===== src/rtl/user_str_pkg.sv =====
// Shared stream definitions for the PCIe stream channel and the user-logic adapter.
package user_str_pkg;

  localparam int STR_DATA_WIDTH     = 64;
  localparam int STR_FIFO_DEPTH_DEF = 16;

  typedef logic [STR_DATA_WIDTH-1:0] str_word_t;

endpackage : user_str_pkg


===== src/rtl/user_str_fifo.sv =====
// First-word-fall-through elastic buffer for one PCIe stream channel (valid/ack on both sides).
// Optional statistics (word counter, high-water mark) are built when USER_STR_FIFO_STATS_EN is defined.
module user_str_fifo
  import user_str_pkg::*;
#(
  parameter int DATA_WIDTH = STR_DATA_WIDTH,
  parameter int DEPTH      = STR_FIFO_DEPTH_DEF
) (
  input  logic                    i_user_clk,
  input  logic                    i_rst,
  input  logic                    i_pcie_str_data_valid,
  output logic                    o_pcie_str_ack,
  input  logic [DATA_WIDTH-1:0]   i_pcie_str_data,
  output logic                    o_adpt_str_data_valid,
  input  logic                    i_adpt_str_ack,
  output logic [DATA_WIDTH-1:0]   o_adpt_str_data,
  output logic [$clog2(DEPTH):0]  o_fill_level,
`ifdef USER_STR_FIFO_STATS_EN
  output logic [31:0]             o_str_word_cnt,
  output logic [$clog2(DEPTH):0]  o_max_level,
`endif
  output logic                    o_full
);

  localparam int AW = $clog2(DEPTH);
  localparam int LW = AW + 1;
  localparam logic [LW-1:0] FULL_LEVEL = LW'(DEPTH);

  logic [DATA_WIDTH-1:0] mem_q [DEPTH];
  logic [AW-1:0]         wr_ptr_q, rd_ptr_q;
  logic [LW-1:0]         fill_q, fill_d;
  logic                  full_q;
  logic                  push, pop;

  // Push looks only at registered full, so a same-cycle pop never frees a slot early.
  assign push = i_pcie_str_data_valid & ~full_q & ~i_rst;
  assign pop  = (fill_q != '0) & i_adpt_str_ack;

  assign o_pcie_str_ack        = push;
  assign o_adpt_str_data_valid = (fill_q != '0);
  assign o_adpt_str_data       = mem_q[rd_ptr_q];
  assign o_fill_level          = fill_q;
  assign o_full                = full_q;

  // NOTE: always_comb assigns a default first so no path leaves fill_d unassigned (no latch).
  always_comb begin
    fill_d = fill_q;
    unique case ({push, pop})
      2'b10:   fill_d = fill_q + LW'(1);
      2'b01:   fill_d = fill_q - LW'(1);
      default: fill_d = fill_q;
    endcase
  end

  // NOTE: state registers use non-blocking assignments so every flop samples pre-edge values.
  always_ff @(posedge i_user_clk) begin
    if (i_rst) begin
      wr_ptr_q <= '0;
      rd_ptr_q <= '0;
      fill_q   <= '0;
      full_q   <= 1'b0;
    end else begin
      if (push) wr_ptr_q <= wr_ptr_q + AW'(1);
      if (pop)  rd_ptr_q <= rd_ptr_q + AW'(1);
      fill_q <= fill_d;
      full_q <= (fill_d == FULL_LEVEL);
    end
  end

  // NOTE: the storage array has no reset; emptiness is tracked by fill_q, and a
  // reset-free array maps onto distributed RAM instead of a wide reset tree.
  always_ff @(posedge i_user_clk) begin
    if (push) mem_q[wr_ptr_q] <= i_pcie_str_data;
  end

`ifdef USER_STR_FIFO_STATS_EN
  logic [31:0]   cnt_q;
  logic [LW-1:0] max_q;

  always_ff @(posedge i_user_clk) begin
    if (i_rst) begin
      cnt_q <= '0;
      max_q <= '0;
    end else begin
      if (pop)            cnt_q <= cnt_q + 32'd1;
      if (fill_d > max_q) max_q <= fill_d;
    end
  end

  assign o_str_word_cnt = cnt_q;
  assign o_max_level    = max_q;
`endif

endmodule : user_str_fifo


===== config.mk =====
export PLATFORM = sky130hd
export DESIGN_NAME = user_str_fifo
export DESIGN_NICKNAME = d
export VERILOG_FILES = /design/src/rtl/user_str_pkg.sv /design/src/rtl/user_str_fifo.sv
export SDC_FILE = /design/constraint.sdc
export NUM_CORES = 1
export LEC_CHECK = 0
export BUFFER_PORTS_ARGS = -buffer_cell sky130_fd_sc_hd__clkbuf_2
export CAP_MARGIN = 20
export CORE_MARGIN = 2
export CORE_UTILIZATION = 55
export CTS_BUF_LIST = sky130_fd_sc_hd__clkbuf_8 sky130_fd_sc_hd__clkbuf_16
export DETAILED_ROUTE_END_ITERATION = 16
export PLACE_DENSITY = 0.79
export SYNTH_ARGS = -nofsm -noshare
export SYNTH_HDL_FRONTEND = slang
export SYNTH_SLANG_ARGS = --single-unit

===== constraint.sdc =====
create_clock -name i_user_clk -period 7.5 [get_ports i_user_clk]
set_input_delay 1.5 -clock i_user_clk [delete_from_list [all_inputs] [get_ports i_user_clk]]
set_output_delay 1.5 -clock i_user_clk [all_outputs]
set_load 0.02 [all_outputs]

==> run_results.csv <==
group,metric,value,unit
cts,cts_hold_buf,0,
synthesis,synth_area_leader_cell,"edfxtp_1",
cts,cts_setup_buffers,0,
power_and_ir_drop,powerDensity,293,nW/µm²
route,wl_per_cell,31.8,µm
timing,finalCriticalPeriod,5.16,ns
floorplanning,start_util,0.553,
synthesis,syn_area_per_cell,25.7,µm²
cts,numClockSinks,1042,
timing,rsz0062_at_grt,"no",
timing,worst_slew_pin_slew,1.09,ns
floorplanning,die_x,272,µm
grt,grt_util_all_layers,0.243,
cells_and_area,fillers,4432,
setup_path,start_kind,"flip-flop",
setup_path,cp_max_fo,48,
synthesis,synth_cells,1531,
setup_path,crit_type,"reg2out",
grt,grt_antenna_before_repair,9,
job,max-cap-violations,0,
timing,timing.fmax,0.194,GHz
cts,cts_made_buffers,99,
power_and_ir_drop,vdd_drop_max,0.210,mV
setup_path,r2r_cells,5,
floorplanning,io_pins,140,
route,vias,17547,
timing,final.setup_skew,0.0264,ns
synthesis,yosysUniqueCellTypes,31,
route,drc,0,
place,placed_cells,2574,
power_and_ir_drop,p_leak,13.7,nW
worst_hold_path,hold_depth,2,
cells_and_area,layout_common_cells,"edfxtp_1, mux4_2, clkbuf_2",
cells_and_area,layout-drive-gt1-share,0.354,
floorplanning,row_count,98,
timing,hold_ws,0.530,ns
grt,grt_max_degree,149,
timing,drv_slew,0,
worst_hold_path,hold_path_class,"reg2reg",
cts,cts_tree,"yes",
synthesis,ys_warn_count,0,
timing,tns,0,ns
synthesis,syn_area,39400,µm²
cts,clock-root-buffer,"clkbuf_16",
grt,grt_pass1_vias,18722,
cells_and_area,area.growth.synth_to_final,12.5,%
floorplanning,die_y,272,µm
synthesis,synthTopCellsByArea,"edfxtp_1, mux4_2, dfxtp_1",
grt,grt_pass1_wl,129000,µm
setup_path,crit_arrival,3.66,ns
cells_and_area,final_common_cell,"edfxtp_1",
cts,cts_htree_levels,3,
route,wl,87600,µm
place,dp_hpwl,42000,µm
floorplanning,die_area,73800,µm²
cts,clk_path_buf_depth,3,
cts,clk_latency,0.66,ns
synthesis,synth_top_area_share,0.780,
timing,slew_headroom,0.272,
grt,grt_overflow_total,0,
synthesis,seq_area_frac_synth,0.790,
route,drt_iter0_markers,2081,
floorplanning,core,71200,µm²
synthesis,yosys_register_bits,1042,
timing,hold_violations,0,
run_status,outcome,"finished clean",
timing,final.period_utilization,0.688,
setup_path,end_kind,"primary output",
route,viasPerCell,6.37,
route,antenna_left,0,
place,portBuffers,139,
synthesis,syn-num-nets,1607,
place,gp_congestion,0.742,
cells_and_area,fin_nets,1802,
route,dr.pass1.iters,7,
timing,setup_viol_count_final,0,
setup_path,cp.required,6.00,ns
cells_and_area,fin_cells,2753,
cts,post_cts_resized,0,
cts,clk_pin_slew,0.06,ns
power_and_ir_drop,p_total,13.0,mW
cells in the mapped netlist (all sizes together):
| master | number |
|---|---|
| o31ai | 2 |
| mux4 | 320 |
| clkbuf | 34 |
| xor2 | 8 |
| a22oi | 1 |
| a21boi | 1 |
| and4 | 1 |
| mux2 | 1 |
| inv | 4 |
| ha | 8 |
| and3b | 2 |
| nand2b | 2 |
| nand4 | 2 |
| a32oi | 1 |
| nor3 | 5 |
| o21ai | 2 |
| mux2i | 2 |
| a21oi | 3 |
| edfxtp | 1024 |
| nand2 | 8 |
| nor2b | 4 |
| dfxtp | 18 |
| nor2 | 29 |
| xnor2 | 4 |
| buf | 44 |
| a22o | 1 |
area by class of cell:
type	count	area (µm²)	area share
Antenna cell	3	7.51	0.000169
Clock buffer	101	2530	0.0570
Clock inverter	74	519	0.0117
Inverter	4	15.0	0.000339
Multi-Input combinational cell	407	7900	0.178
Sequential cell	1042	31100	0.702
Tap cell	950	1190	0.0268
Timing Repair Buffer	172	1070	0.0241
registers in the layout, indices dropped and copies added, names as in the netlist, named ones only:
signal / flops
mem_q: 1024
o_fill_level: 5
rd_ptr_q: 4
wr_ptr_q: 4
o_full: 1
cell families after synthesis:
family | Yosys count | share of synthesized area
flops | 1042 | 0.790
xor+xnor | 12 | 0.00267
mux | 323 | 0.184
fa+ha+maj | 8 | 0.00254
compound gates | 11 | 0.00184
buf+inv | 82 | 0.0129
simple gates | 53 | 0.00610
stage by stage:
| step | cell area [µm²] | worst slack, ns | utilization |
|---|---|---|---|
| after floorplan | 39400 | 0.168 | - |
| after global placement | 41200 | 2.88 | 0.578 |
| after detailed placement | 41300 | 2.77 | 0.579 |
| after CTS | 44300 | 2.17 | 0.622 |
| after global routing | 44300 | 2.07 | 0.622 |
| final | 44300 | 2.34 | 0.623 |
power by group:
group          switching (mW)  total, mW  internal (mW)
sequential             0.0861       6.58           6.49
clock                    2.11       4.74           2.64
combinational           0.894       1.69          0.792
total                    3.09       13.0           9.92
per-layer routing:
| layer | track usage | share of wire |
|---|---|---|
| met1 | 0.322 | 0.37 |
| met2 | 0.411 | 0.52 |
| met3 | 0.0562 | 0.084 |
| met4 | 0.0671 | 0.022 |
| met5 | 0 | 0.00091 |
worst paths after layout:
kind                                   from             endpoint  slack (ns)
worst min-delay path            rd_ptr_q[3]            flip-flop        0.53
worst min register to register  rd_ptr_q[3]            flip-flop        0.53
worst max-delay path              flip-flop  o_adpt_str_data[33]        2.34
worst max register to register       o_full         mem_q[9][22]        4.06
critical path, cell delays in order, from the launching register on:
cell      delay [ns]
dfxtp_4         0.71
buf_4           0.85
mux4_1          0.67
mux4_2          0.55
clkbuf_2        0.19
No activity file was read; power rests on OpenSTA's default activity.
